`src/rtl/mem_access_seq_if.sv`:
```
// Bus bundle between the multicycle CPU requesters (fetch and data path),
// the single-port memory, and the mem_access_seq sequencer.
//
// Handshake: if_req / dt_req are levels that the requester raises and holds
// until it sees its one-cycle done pulse (if_done / dt_done). The matching
// grant (if_gnt / dt_gnt) is a level that stays high from the ISSUE cycle
// through the DONE cycle. A request that is still high in the cycle after
// done is taken as a new request. Dropping a request early does not cancel a
// transaction that has already been granted.
//
// The memory side is address/strobe/data only: mem_addr and mem_wdata are
// registered, mem_wr is a one-cycle strobe, and mem_rdata is expected to be
// valid READ_LAT cycles after mem_addr is presented.
//
// dbg_state mirrors the sequencer FSM state (0 IDLE, 1 ISSUE, 2 WAIT, 3 DONE).
interface mem_access_seq_if #(
  parameter int ADDR_W = 32
);
  // requester -> sequencer
  logic              if_req;
  logic [ADDR_W-1:0] if_addr;
  logic              dt_req;
  logic              dt_we;
  logic [ADDR_W-1:0] dt_addr;
  logic [31:0]       dt_wdata;
  // memory -> sequencer
  logic [31:0]       mem_rdata;
  // sequencer -> memory
  logic [ADDR_W-1:0] mem_addr;
  logic              mem_wr;
  logic [31:0]       mem_wdata;
  // sequencer -> requesters
  logic              if_gnt;
  logic              dt_gnt;
  logic              if_done;
  logic              dt_done;
  logic [31:0]       rdata;
  logic              busy;
  logic [1:0]        dbg_state;

  // Requesters and the memory model sit on the master side.
  modport master (
    output if_req, if_addr, dt_req, dt_we, dt_addr, dt_wdata, mem_rdata,
    input  mem_addr, mem_wr, mem_wdata, if_gnt, dt_gnt, if_done, dt_done,
           rdata, busy, dbg_state
  );

  // The sequencer sits on the slave side.
  modport slave (
    input  if_req, if_addr, dt_req, dt_we, dt_addr, dt_wdata, mem_rdata,
    output mem_addr, mem_wr, mem_wdata, if_gnt, dt_gnt, if_done, dt_done,
           rdata, busy, dbg_state
  );
endinterface

```
`src/rtl/mem_access_seq.sv`:
```
// mem_access_seq: arbiter and sequencer for the single-port instruction/data
// memory of the multicycle CPU. Grants either the fetch path or the data
// path, drives the registered memory address / write data / write strobe,
// counts out the fixed read latency, and returns a one-cycle done pulse plus
// a registered read word.
//
// FSM: IDLE -> ISSUE -> (WAIT x READ_LAT) -> DONE -> IDLE for reads,
//      IDLE -> ISSUE -> DONE -> IDLE for stores.
//
// Optional feature macro: MEM_SEQ_RR_EN
//   undefined : data path wins over fetch on simultaneous requests.
//   defined   : round-robin on simultaneous requests using a last-grant
//               register that resets to DATA (first contended grant -> fetch).
//
// READ_LAT legal range is 1..15 (the latency counter is 4 bits wide).
module mem_access_seq #(
  parameter int READ_LAT = 2,
  parameter int ADDR_W   = 32
) (
  input  logic            Clk,
  input  logic            Reset,
  mem_access_seq_if.slave bus
);

  typedef enum logic [1:0] {
    ST_IDLE  = 2'd0,
    ST_ISSUE = 2'd1,
    ST_WAIT  = 2'd2,
    ST_DONE  = 2'd3
  } state_t;

  // Counter load value: WAIT runs READ_LAT cycles, the last of which has
  // the counter at zero and captures mem_rdata.
  localparam logic [3:0] CNT_LOAD = 4'(READ_LAT - 1);

  state_t            state_q,     state_d;
  logic [3:0]        cnt_q,       cnt_d;
  logic [ADDR_W-1:0] mem_addr_q,  mem_addr_d;
  logic [31:0]       mem_wdata_q, mem_wdata_d;
  logic [31:0]       rdata_q,     rdata_d;
  logic              we_q,        we_d;
  logic              mem_wr_q,    mem_wr_d;
  logic              if_gnt_q,    if_gnt_d;
  logic              dt_gnt_q,    dt_gnt_d;
  logic              if_done_q,   if_done_d;
  logic              dt_done_q,   dt_done_d;
  logic              busy_q,      busy_d;

  logic              pick_dt;
  logic              pick_if;

`ifdef MEM_SEQ_RR_EN
  // 1 = data path was granted last, 0 = fetch was granted last.
  logic last_dt_q, last_dt_d;

  // Round-robin pick: on contention, favour whoever was not granted last.
  always_comb begin
    pick_dt   = bus.dt_req && !(bus.if_req && last_dt_q);
    last_dt_d = last_dt_q;
    if (state_q == ST_IDLE && (bus.dt_req || bus.if_req)) begin
      last_dt_d = pick_dt;
    end
  end
`else
  // Fixed priority pick: the data path always wins on contention.
  always_comb begin
    pick_dt = bus.dt_req;
  end
`endif

  assign pick_if = bus.if_req && !pick_dt;

  // Next-state and next-output computation for the whole sequencer.
  always_comb begin
    state_d     = state_q;
    cnt_d       = cnt_q;
    mem_addr_d  = mem_addr_q;
    mem_wdata_d = mem_wdata_q;
    rdata_d     = rdata_q;
    we_d        = we_q;
    mem_wr_d    = 1'b0;
    if_gnt_d    = if_gnt_q;
    dt_gnt_d    = dt_gnt_q;
    if_done_d   = 1'b0;
    dt_done_d   = 1'b0;

    case (state_q)
      ST_IDLE: begin
        if (pick_dt) begin
          mem_addr_d  = bus.dt_addr;
          mem_wdata_d = bus.dt_wdata;
          we_d        = bus.dt_we;
          mem_wr_d    = bus.dt_we;
          dt_gnt_d    = 1'b1;
          state_d     = ST_ISSUE;
        end else if (pick_if) begin
          // Fetch is always a read; write data is left as it was.
          mem_addr_d  = bus.if_addr;
          we_d        = 1'b0;
          if_gnt_d    = 1'b1;
          state_d     = ST_ISSUE;
        end
      end

      ST_ISSUE: begin
        if (we_q) begin
          // Store completes as soon as the strobe has been presented.
          if_done_d = if_gnt_q;
          dt_done_d = dt_gnt_q;
          state_d   = ST_DONE;
        end else begin
          cnt_d   = CNT_LOAD;
          state_d = ST_WAIT;
        end
      end

      ST_WAIT: begin
        if (cnt_q == 4'd0) begin
          rdata_d   = bus.mem_rdata;
          if_done_d = if_gnt_q;
          dt_done_d = dt_gnt_q;
          state_d   = ST_DONE;
        end else begin
          cnt_d = cnt_q - 4'd1;
        end
      end

      ST_DONE: begin
        if_gnt_d = 1'b0;
        dt_gnt_d = 1'b0;
        state_d  = ST_IDLE;
      end

      default: begin
        if_gnt_d = 1'b0;
        dt_gnt_d = 1'b0;
        state_d  = ST_IDLE;
      end
    endcase

    busy_d = (state_d != ST_IDLE);
  end

  // State and registered outputs; reset aborts any transaction in flight.
  always_ff @(posedge Clk) begin
    if (Reset) begin
      state_q     <= ST_IDLE;
      cnt_q       <= 4'd0;
      mem_addr_q  <= '0;
      mem_wdata_q <= 32'd0;
      rdata_q     <= 32'd0;
      we_q        <= 1'b0;
      mem_wr_q    <= 1'b0;
      if_gnt_q    <= 1'b0;
      dt_gnt_q    <= 1'b0;
      if_done_q   <= 1'b0;
      dt_done_q   <= 1'b0;
      busy_q      <= 1'b0;
`ifdef MEM_SEQ_RR_EN
      last_dt_q   <= 1'b1;
`endif
    end else begin
      state_q     <= state_d;
      cnt_q       <= cnt_d;
      mem_addr_q  <= mem_addr_d;
      mem_wdata_q <= mem_wdata_d;
      rdata_q     <= rdata_d;
      we_q        <= we_d;
      mem_wr_q    <= mem_wr_d;
      if_gnt_q    <= if_gnt_d;
      dt_gnt_q    <= dt_gnt_d;
      if_done_q   <= if_done_d;
      dt_done_q   <= dt_done_d;
      busy_q      <= busy_d;
`ifdef MEM_SEQ_RR_EN
      last_dt_q   <= last_dt_d;
`endif
    end
  end

  assign bus.mem_addr  = mem_addr_q;
  assign bus.mem_wr    = mem_wr_q;
  assign bus.mem_wdata = mem_wdata_q;
  assign bus.if_gnt    = if_gnt_q;
  assign bus.dt_gnt    = dt_gnt_q;
  assign bus.if_done   = if_done_q;
  assign bus.dt_done   = dt_done_q;
  assign bus.rdata     = rdata_q;
  assign bus.busy      = busy_q;
  assign bus.dbg_state = state_q;

endmodule

```
`src/flat_wrapper.sv`:
```
// flat-port wrapper written by rule: the top's interface ports become plain ports
module mem_access_seq_flat 
#(
  parameter int READ_LAT = 2,
  parameter int ADDR_W   = 32
)
  (Clk, Reset, bus_if_req, bus_if_addr, bus_dt_req, bus_dt_we, bus_dt_addr, bus_dt_wdata, bus_mem_rdata, bus_mem_addr, bus_mem_wr, bus_mem_wdata, bus_if_gnt, bus_dt_gnt, bus_if_done, bus_dt_done, bus_rdata, bus_busy, bus_dbg_state);
  mem_access_seq_if #(.ADDR_W(ADDR_W)) bus_i ();
  input  logic Clk;
  input  logic Reset;
  input wire logic [$bits(bus_i.if_req)-1:0] bus_if_req;
  input wire logic [$bits(bus_i.if_addr)-1:0] bus_if_addr;
  input wire logic [$bits(bus_i.dt_req)-1:0] bus_dt_req;
  input wire logic [$bits(bus_i.dt_we)-1:0] bus_dt_we;
  input wire logic [$bits(bus_i.dt_addr)-1:0] bus_dt_addr;
  input wire logic [$bits(bus_i.dt_wdata)-1:0] bus_dt_wdata;
  input wire logic [$bits(bus_i.mem_rdata)-1:0] bus_mem_rdata;
  output wire logic [$bits(bus_i.mem_addr)-1:0] bus_mem_addr;
  output wire logic [$bits(bus_i.mem_wr)-1:0] bus_mem_wr;
  output wire logic [$bits(bus_i.mem_wdata)-1:0] bus_mem_wdata;
  output wire logic [$bits(bus_i.if_gnt)-1:0] bus_if_gnt;
  output wire logic [$bits(bus_i.dt_gnt)-1:0] bus_dt_gnt;
  output wire logic [$bits(bus_i.if_done)-1:0] bus_if_done;
  output wire logic [$bits(bus_i.dt_done)-1:0] bus_dt_done;
  output wire logic [$bits(bus_i.rdata)-1:0] bus_rdata;
  output wire logic [$bits(bus_i.busy)-1:0] bus_busy;
  output wire logic [$bits(bus_i.dbg_state)-1:0] bus_dbg_state;
  assign bus_i.if_req = bus_if_req;
  assign bus_i.if_addr = bus_if_addr;
  assign bus_i.dt_req = bus_dt_req;
  assign bus_i.dt_we = bus_dt_we;
  assign bus_i.dt_addr = bus_dt_addr;
  assign bus_i.dt_wdata = bus_dt_wdata;
  assign bus_i.mem_rdata = bus_mem_rdata;
  assign bus_mem_addr = bus_i.mem_addr;
  assign bus_mem_wr = bus_i.mem_wr;
  assign bus_mem_wdata = bus_i.mem_wdata;
  assign bus_if_gnt = bus_i.if_gnt;
  assign bus_dt_gnt = bus_i.dt_gnt;
  assign bus_if_done = bus_i.if_done;
  assign bus_dt_done = bus_i.dt_done;
  assign bus_rdata = bus_i.rdata;
  assign bus_busy = bus_i.busy;
  assign bus_dbg_state = bus_i.dbg_state;
  mem_access_seq #(.READ_LAT(READ_LAT), .ADDR_W(ADDR_W)) u_core (.Clk(Clk), .Reset(Reset), .bus(bus_i));
endmodule
```
`config.mk`:
```
export PLATFORM = sky130hd
export DESIGN_NAME = mem_access_seq_flat
export DESIGN_NICKNAME = d
export VERILOG_FILES = /design/src/rtl/mem_access_seq_if.sv /design/src/rtl/mem_access_seq.sv /design/src/flat_wrapper.sv
export SDC_FILE = /design/constraint.sdc
export NUM_CORES = 1
export LEC_CHECK = 0
export BUFFER_PORTS_ARGS = -buffer_cell sky130_fd_sc_hd__buf_2
export CAP_MARGIN = 10
export CORE_ASPECT_RATIO = 1.1
export CORE_MARGIN = 2
export CORE_UTILIZATION = 28
export CTS_BUF_LIST = sky130_fd_sc_hd__clkbuf_4
export CTS_CLUSTER_DIAMETER = 50
export CTS_CLUSTER_SIZE = 24
export DETAILED_ROUTE_END_ITERATION = 12
export GPL_TIMING_DRIVEN = 1
export SETUP_SLACK_MARGIN = 0.4
export SKIP_CTS_REPAIR_TIMING = 1
export SLEW_MARGIN = 20
export SYNTH_ARGS = -nofsm -noshare
export SYNTH_HDL_FRONTEND = slang
export SYNTH_SLANG_ARGS = --single-unit
```
`constraint.sdc`:
```
create_clock -name Clk -period 1.96 [get_ports Clk]
set_clock_uncertainty 0.05 [all_clocks]
set_input_delay 0.098 -clock Clk [delete_from_list [all_inputs] [get_ports Clk]]
set_output_delay 0.098 -clock Clk [all_outputs]
set_load 0.02 [all_outputs]
```
Word-level counts from Yosys, hierarchy flattened
Index checks and enable logic that the tools add are counted.
{ "word_totals": {"latch_bits": 0, "word_cells": 61, "output_inout_bits": 104, "regBits": 109, "romBits": 0, "mem_count": 0, "ramBits": 0} }
{ "op_classes": {"muxes": 23, "n_reduce_logical": 15, "shifts": 0, "bitwise_logic": 2, "eq_ne": 8, "div": 0, "magnitude_cmp": 0, "addsub": 1, "n_mul": 0} }
{ "ops": {"columns": ["operator", "count"], "rows": [
  ["$mux 32", 2],
  ["$mux 1", 10],
  ["$mux 4", 2],
  ["$ne 2x2->1 const B", 4],
  ["$pmux 1 s2", 4],
  ["$pmux 2 s4", 1],
  ["$pmux 4 s2", 1],
  ["$reduce_and 2->1", 4],
  ["$reduce_bool 2->1", 4],
  ["$mux 2", 3],
  ["$reduce_and 3->1", 2],
  ["$eq 2x2->1 const B", 2],
  ["$logic_not 4->1", 1],
  ["$sub 4x1->4 const B", 1],
  ["$reduce_or 3->1", 1],
  ["$eq 2x1->1 const B", 1],
  ["$logic_not 2->1", 1],
  ["$ne 2x1->1 const B", 1],
  ["$not 1->1", 2],
  ["$logic_and 1x1->1", 1],
  ["$logic_not 1->1", 1]
]} }

Longest topological paths before layout
Gate-level depths: netlist (run 1).
{ "logic_depth": {"depth_word": 6, "ltp_mapped": 8} }

Worst setup path before layout (run 1)
No wires, ideal clock.
{ "synth_path": {"path_kind": "register -> register", "startpoint": "register u_core.state_q[0] (netlist: u_core.bus.dbg_state[0])", "endpoint": "register u_core.cnt_q[2]", "t_required_ns": 1.840, "path_stages_with_launch": 8, "period_less_slack_ns": 1.991, "setup_time_ns": 0.070, "t_arrival_ns": 1.871, "slack_ns": -0.031, "cell_sequence": "dfxtp_1 -> inv_1 -> ha_1 -> buf_6 -> and4bb_1 -> buf_2 -> or4_1 -> a21oi_1"} }
{ "synth_via": {"elab_chain_len": 3, "elab_cells_between_ends": 7} }
{ "synth_lines": {"columns": ["item", "line", "source"], "rows": [
  ["start: declaration", "mem_access_seq.sv:36", "state_t state_q, state_d;"],
  ["start signal: assignment", "mem_access_seq.sv:163", "state_q <= state_d;"],
  ["$eq 2x2->1 or $eq 2x1->1 (tied branches)", "mem_access_seq.sv:87", "case (state_q)"],
  ["$ne 2x2->1 (no source line) or $reduce_bool 2->1 (tied branches)", null, null],
  ["$reduce_and 3->1 (no source line)", null, null],
  ["end signal: assignment", "mem_access_seq.sv:164", "cnt_q <= cnt_d;"],
  ["end: declaration", "mem_access_seq.sv:37", "logic [3:0] cnt_q, cnt_d;"]
]} }
Parallel ways exist; a longest one is shown, timed or not.
A chain may end at the register's enable or synchronous reset.

Worst setup path after layout (run 1)
Same ends and word-level chain as after synthesis.

==> flow_summary.ini, run 1 <==
[outcome]
status = completed

[cts]
clock_latency_ns = 0.46
h-tree-depth = 3
numCtsBuffers = 9
clock-sinks = 109
clk_pin_slew_ns = 0.16
clockBufferDepth = 2
cts_root_buf = clkbuf_4
cts_tree = yes

[finish]
mostFrequentLayoutCells = buf_2 (235), nand2_1 (135), dlygate4sd3_1 (130), dfxtp_1 (106), a21oi_1 (73)
syn_to_final_growth_pct = 69.9
drive_above_1_share_pct = 32.8
num_antenna_cells = 0
final_common_cell = buf_2
finish.utilization_pct = 48.2
fin_nets = 992

[grt]
grt-ovfl-total = 0
grt_pass1_vias = 3596
grt_max_degree = 66
antenna_found_initial = 0
grt_pass1_wl_um = 17400
track_usage_pct = 13.6

[die]
ios = 237
die_w_um = 121
fp.coreArea_um2 = 14900
core.rowCount = 47
start_util_pct = 28.4
chipHeight_um = 133
dieArea_um2 = 16100

[worst_setup_path]
cp-start-kind = register
path_class = reg2reg
required_ns = 2.31
r2r_end = u_core.cnt_q[2]
worstSetupEndpointType = register
worstPathMaxFanout = 6
rr_startpoint = u_core.bus.dbg_state[0]
rrSetupSlack_ns = 0.29
crit_arrival_ns = 2.03
r2r_cells = 5

[place]
dp_hpwl_um = 8240
numPortBuffers = 236
gp_congestion = 0.760

[route]
drc = 0
ant_nets = 0
routedWlPerCell_um = 13.3
wl_um = 14000
vias = 4654
drt-initial-drc-count = 162
routed_via_density = 4.42
drt_first_pass_iters = 6

[synth]
ys_ff_latch = 109
synth_cells = 498
synthFlopType = dfxtp_1
synth_area_leaders = dfxtp_1 (51%), nand2_1 (12%), a21oi_1 (8.6%)
synth_top_area_share_pct = 51.5
async_flop_share_pct = 0
syn_nets = 638
synth_area_per_cell_um2 = 8.51
yosysTopAreaCell = dfxtp_1
ys_seq_area_share_pct = 51.5
synth.yosys.warnings = 0
synth_edf_count = 0
synth_cell_type_count = 30
netlist_area_um2 = 4240

[sta]
relSlewSlack_pct = 65.4
worst_slew_pin_slew_ns = 0.519
rsz0062_at_grt = true
period_needed_ns = 1.67
fin_hold_ws_ns = 0.0273
period_share_pct = 85.3
setup_viol = 0
finalSetupTns_ns = 0
hold_viol_final = 0
max_freq_mhz = 598
drv_slew = 0

[power]
leakage_nw = 3.33
powerDensity_nw_per_um2 = 1110
vdd_drop_max_mv = 0.477

[flow_run]
maxCapViolations = 0

[worst_hold_path]
min_from = bus_dt_req
hold_path.class = in2reg
min_path_cells = 4
hold-path-endpoint = u_core.bus.dt_gnt
## critical path: stages, from the launching register on
cell	delay, ns
dfxtp_4	0.41
inv_4	0.05
ha_4	0.27
a21bo_4	0.23
or4_1	0.47
a21oi_1	0.12
## worst max path at each step
stage,to,start
2_1_floorplan,u_core.cnt_q[2],u_core.bus.dbg_state[0]
3_3_place_gp,u_core.cnt_q[2],u_core.bus.dbg_state[0]
3_5_place_dp,u_core.cnt_q[2],u_core.bus.dbg_state[1]
4_1_cts,u_core.cnt_q[2],u_core.bus.dbg_state[1]
5_1_grt,u_core.cnt_q[2],u_core.bus.dbg_state[0]
6_report,u_core.cnt_q[2],u_core.bus.dbg_state[0]
## synthesized netlist by cell type, types with 2 or more instances
master and count:
mux2i_1 32, a21oi_1 73, clkbuf_1 24, dfxtp_1 109
nand2b_1 3, and2_1 3, o21ai_0 3, buf_1 3
a21boi_0 2, nor2b_1 4, inv_1 6, ha_1 7
nor3_1 3, buf_2 11, nand2_1 135, a211oi_1 32
nor2_1 35
## flip-flops by register name, summed over array words and instances, names as in the netlist, 2 cells and up
| name | count |
|---|---|
| u_core.bus.dbg_state | 2 |
| u_core.bus.mem_wdata | 32 |
| u_core.cnt_q | 4 |
| u_core.bus.mem_addr | 32 |
| u_core.bus.rdata | 32 |
## cell type report
cell class,instances,area (um2)
fill,1460,7730
timing repair buffer,382,2670
sequential,109,2190
multi-input combinational,344,1910
tap,196,245
clock inverter,5,85.1
clock buffer,11,82.6
inverter,6,25.0
## through the flow
stage          area, um2  instances  worst slack, ns  total power, mW
2_1_floorplan       4280        498            0.296             5.21
3_3_place_gp        5640        901            0.298             6.24
3_5_place_dp        5640        901            0.280             6.25
4_1_cts             5800        917            0.242             7.59
5_1_grt             7200       1053            0.238             8.57
6_report            7200       1053            0.289             8.02
## per-layer routing
layer | up-vias | GRT usage [%] | share of wire [%]
met1 | 2094 | 16.5 | 41
met5 | - | 0 | 0
met3 | 24 | 3.79 | 6.3
li1 | 2376 | - | -
met2 | 160 | 21.9 | 51
met4 | 0 | 6.58 | 2.2
## kinds of logic (layout without fill, tap and decap cells)
logic type | Yosys count | count (layout) | share of synthesized area (%)
AND/OR/NAND/NOR | 190 | 190 | 18.3
AO/OA/AOI/OAI | 114 | 114 | 15.8
flip-flops | 109 | 109 | 51.5
buffers and inverters | 45 | 404 | 4.49
multiplexers | 33 | 33 | 7.82
adder cells (fa/ha/maj) | 7 | 7 | 2.07
## power by group
group	leakage (nW)	internal, mW	switching (mW)
clock	0.0873	0.552	0.756
combinational	2.34	1.55	2.14
sequential	0.896	2.75	0.273
total	3.33	4.85	3.17
(Power assumes the default switching activity.)
==> run 2: changes to the inputs <==
- MAX_ROUTING_LAYER: default -> met4
==> flow_summary.ini, run 2 (synthesis gave the netlist of run 1 again) <==
[sta]
hold_viol_final = 0
period_needed_ns = 1.67
rsz0062_at_grt = true
finalSetupTns_ns = 0
drv_slew = 0
worst_slew_pin_slew_ns = 0.524
relSlewSlack_pct = 65.0
fin_hold_ws_ns = 0.0272
setup_viol = 0
setup_slack_ns = 0.291
max_freq_mhz = 599
period_share_pct = 85.2

[worst_setup_path]
r2r_cells = 5
critical-path-slowest-cell = or4_1
required_ns = 2.31
r2r_end = u_core.cnt_q[2]
crit_family = simple AND/OR/NAND/NOR gates
crit_arrival_ns = 2.02
cp.depth = 5
worstPathMaxFanout = 6
rr_startpoint = u_core.bus.dbg_state[0]
path_class = reg2reg
rrSetupSlack_ns = 0.29
cp_num_buf_inv = 1
cp-start-kind = register
path_cells = inv_4 -> ha_4 -> a21bo_4 -> or4_1 -> a21oi_1
worstSetupEndpointType = register
max_stage_delay_ns = 0.47

[place]
gp_congestion = 0.774
dp_hpwl_um = 8240
placed_cell_area_um2 = 5640
numPortBuffers = 236
place_inst = 901
post-place-ws_ns = 0.280

[worst_hold_path]
hold-path-endpoint = u_core.bus.dt_gnt
min_from = bus_dt_req
hold_path.class = in2reg
min_path_cells = 4

[finish]
mostFrequentLayoutCells = buf_2 (235), nand2_1 (135), dlygate4sd3_1 (130), dfxtp_1 (106), a21oi_1 (73)
final_cells = 1053
finish.utilization_pct = 48.3
drive_above_1_share_pct = 32.8
multi_input_area_um2 = 1910
final_cell_area_um2 = 7220
num_antenna_cells = 0
fin_nets = 992
final_common_cell = buf_2
fillers = 1458
regArea_um2 = 2190
syn_to_final_growth_pct = 70.3

[route]
drt-met1-wl_um = 5950
ant_nets = 0
routed_via_density = 4.42
wl_met2_um = 7060
vias = 4652
dr_wl_met3_um = 764
routedWlPerCell_um = 13.4
drc = 0
drt-initial-drc-count = 145
top_layer = met4
wl_um = 14100
drt_first_pass_iters = 4

[grt]
antenna_found_initial = 0
grt_max_degree = 66
track_usage_pct = 14.0
grt-ovfl-total = 0
grt_pass1_vias = 3599
grt_pass1_wl_um = 17400

[cts]
clockBufferDepth = 2
clock_latency_ns = 0.46
cts_root_buf = clkbuf_4
clock-sinks = 109
numCtsBuffers = 9
h-tree-depth = 3
cts_tree = yes
clk_pin_slew_ns = 0.16

[die]
ios = 237
chipHeight_um = 133
dieArea_um2 = 16100
start_util_pct = 28.4
core.rowCount = 47
die_w_um = 121
fp.coreArea_um2 = 14900

[power]
swShare_pct = 39.6
pwr-share-seq_pct = 37.5
p_total_mw = 8.07
intPower_mw = 4.88
leakage_nw = 3.33
powerDensity_nw_per_um2 = 1120
net-switching-power_mw = 3.20
vdd_drop_max_mv = 0.504
pwr-share-comb_pct = 46.3
power.share.clock_pct = 16.2

[outcome]
status = completed

[flow_run]
maxCapViolations = 0
==> run 2: changes by cell type in the layout (fill, tap and decap cells not counted) <==
cell / previous run / this run
clkbuf_16: 1 / 2
buf_4: 11 / 10
==> run 2: how the worst max path moves through the flow <==
stage,start,end,slack (ns)
2_1_floorplan,u_core.bus.dbg_state[0],u_core.cnt_q[2],0.30
3_3_place_gp,u_core.bus.dbg_state[0],u_core.cnt_q[2],0.30
3_5_place_dp,u_core.bus.dbg_state[1],u_core.cnt_q[2],0.28
4_1_cts,u_core.bus.dbg_state[1],u_core.cnt_q[2],0.24
5_1_grt,u_core.bus.dbg_state[0],u_core.cnt_q[2],0.24
6_report,u_core.bus.dbg_state[0],u_core.cnt_q[2],0.29
==> run 2: area by class of cell <==
class | instances | share of cell area [%]
clock inverter | 5 | 1.18
multi-input combinational | 344 | 26.4
inverter | 6 | 0.347
clock buffer | 11 | 1.14
sequential | 109 | 30.3
tap | 196 | 3.40
timing repair buffer | 382 | 37.2
==> run 2: metal layers <==
| metal | GRT usage (%) | vias to the layer above |
|---|---|---|
| met5 | - | - |
| met1 | 16.9 | 2086 |
| met4 | 6.58 | 0 |
| met3 | 3.23 | 26 |
| li1 | - | 2378 |
| met2 | 21.9 | 162 |
==> run 2: worst register-to-register path: cells and delay by family (launching register included) <==
kind,cells,cell delay [ns]
and+or+nand+nor,1,0.47
AOI/OAI and AO/OA,2,0.35
DFF,1,0.41
adders and majority gates,1,0.27
buffers and inverters,1,0.06
==> run 2: power groups by stage <==
stage / Sequential [mW] / Clock, mW / Combinational [mW]
global placement: 3.06 / 0 / 3.18
finish: 3.03 / 1.30 / 3.74
global route: 3.09 / 1.44 / 4.08
detailed placement: 3.07 / 0 / 3.18
floorplan: 3.68 / 0 / 1.52
CTS: 3.02 / 1.38 / 3.19
==> run 3: changes to the inputs <==
- SETUP_SLACK_MARGIN: 0.4 -> 0.15
==> flow_summary.ini, run 3 (synthesis gave the netlist of run 1 again) <==
[die]
die_w_um = 121
start_util_pct = 28.4
dieArea_um2 = 16100
ios = 237
core.rowCount = 47
fp.coreArea_um2 = 14900
chipHeight_um = 133

[route]
vias = 4564
drc = 0
routed_via_density = 4.35
ant_nets = 0
wl_um = 13300
drt-initial-drc-count = 162
routedWlPerCell_um = 12.7
drt_first_pass_iters = 4

[worst_setup_path]
crit_arrival_ns = 2.11
cp_num_buf_inv = 1
worstSetupEndpointType = register
r2r_cells = 5
required_ns = 2.31
max_stage_delay_ns = 0.47
path_cells = inv_2 -> ha_1 -> a21bo_2 -> or4_1 -> a21oi_1
critical-path-slowest-cell = or4_1
cp.depth = 5
cp-start-kind = register
path_class = reg2reg
worstPathMaxFanout = 5
crit_family = simple AND/OR/NAND/NOR gates

[place]
gp_congestion = 0.762
numPortBuffers = 236
placed_cell_area_um2 = 5630
dp_hpwl_um = 8370
place_inst = 902

[cts]
numCtsBuffers = 9
clock_latency_ns = 0.46
clk_pin_slew_ns = 0.16
clock-sinks = 109
cts_tree = yes
cts_root_buf = clkbuf_4
h-tree-depth = 3
clockBufferDepth = 2

[finish]
mostFrequentLayoutCells = buf_2 (235), nand2_1 (135), dlygate4sd3_1 (130), dfxtp_1 (107), a21oi_1 (73)
num_antenna_cells = 0
final_cell_area_um2 = 7080
final_common_cell = buf_2
final_cells = 1049
drive_above_1_share_pct = 31.8
syn_to_final_growth_pct = 67.1
fin_nets = 988

[sta]
hold_viol_final = 0
finalSetupTns_ns = 0
setup_viol = 0
rsz0062_at_grt = false
relSlewSlack_pct = 69.6
worst_slew_pin_slew_ns = 0.456
fin_hold_ws_ns = 0.0444
period_share_pct = 89.6
max_freq_mhz = 570
drv_slew = 0
period_needed_ns = 1.76

[power]
leakage_nw = 3.29
intPower_mw = 4.49
powerDensity_nw_per_um2 = 1070
swShare_pct = 40.5
vdd_drop_max_mv = 0.581
power.share.clock_pct = 15.2
net-switching-power_mw = 3.05
pwr-share-seq_pct = 39.9
pwr-share-comb_pct = 44.9

[grt]
antenna_found_initial = 0
grt_pass1_wl_um = 17900
grt_max_degree = 65
grt_pass1_vias = 3647
track_usage_pct = 14.3
grt-ovfl-total = 0

[worst_hold_path]
min_path_cells = 4
hold_path.class = in2reg

[outcome]
status = completed

[flow_run]
maxCapViolations = 0
## run 3: changes by cell type in the layout (fill, tap and decap cells not counted), moves of 2 or more
| cell | before | now |
|---|---|---|
| a21boi_0 | 0 | 2 |
| a21boi_1 | 2 | 0 |
| buf_4 | 10 | 8 |
| clkbuf_16 | 2 | 0 |
| clkinv_2 | 0 | 2 |
| ha_1 | 5 | 7 |
| ha_4 | 2 | 0 |
## run 3: power by group through the flow
| stage | logic, mW | clock network [mW] | registers (mW) |
|---|---|---|---|
| after floorplan | 1.47 | 0 | 3.67 |
| after global placement | 3.13 | 0 | 3.04 |
| after detailed placement | 3.14 | 0 | 3.06 |
| after CTS | 3.14 | 1.23 | 3.02 |
| after global routing | 3.71 | 1.29 | 3.08 |
| final | 3.39 | 1.15 | 3.01 |
## run 3: final timing paths
check / slack [ns] / end / from
worst max-delay path: 0.20 / u_core.cnt_q[2] / u_core.bus.dbg_state[0]
worst min-delay path: 0.04 / u_core.we_q / bus_if_req
worst max register to register: 0.20 / u_core.cnt_q[2] / u_core.bus.dbg_state[0]
worst min register to register: 0.41 / u_core.bus.mem_wdata[4] / u_core.bus.mem_wdata[4]
## run 3: layer usage
| layer | vias to the layer above | GRT usage (%) | wire length (um) | part of all wire, % |
|---|---|---|---|---|
| li1 | 2369 | - | - | - |
| met1 | 2030 | 17.2 | 5580 | 42 |
| met4 | 0 | 6.26 | 240 | 1.8 |
| met5 | - | - | 0 | 0 |
| met3 | 18 | 3.41 | 776 | 5.8 |
| met2 | 147 | 22.6 | 6680 | 50 |
## run 3: tightest hold or removal path: stages
cell and delay (ns):
buf_2 0.12, o21a_2 0.15, nand2b_1 0.10, a21oi_1 0.06
## run 3: area by class of cell
type / instances / area, um2
Fill cell: 1457 / 7850
Timing Repair Buffer: 378 / 2620
Clock buffer: 10 / 75.1
Sequential cell: 109 / 2190
Multi-Input combinational cell: 344 / 1870
Inverter: 6 / 22.5
Clock inverter: 6 / 62.6
Tap cell: 196 / 245
## run 3: per-stage QoR
step	setup WS (ns)	power, mW	utilization, %
3_3_place_gp	0.267	6.17	37.7
4_1_cts	0.190	7.39	38.6
6_report	0.205	7.55	47.4
3_5_place_dp	0.215	6.20	37.7
2_1_floorplan	0.166	5.14	-
5_1_grt	0.156	8.08	47.4
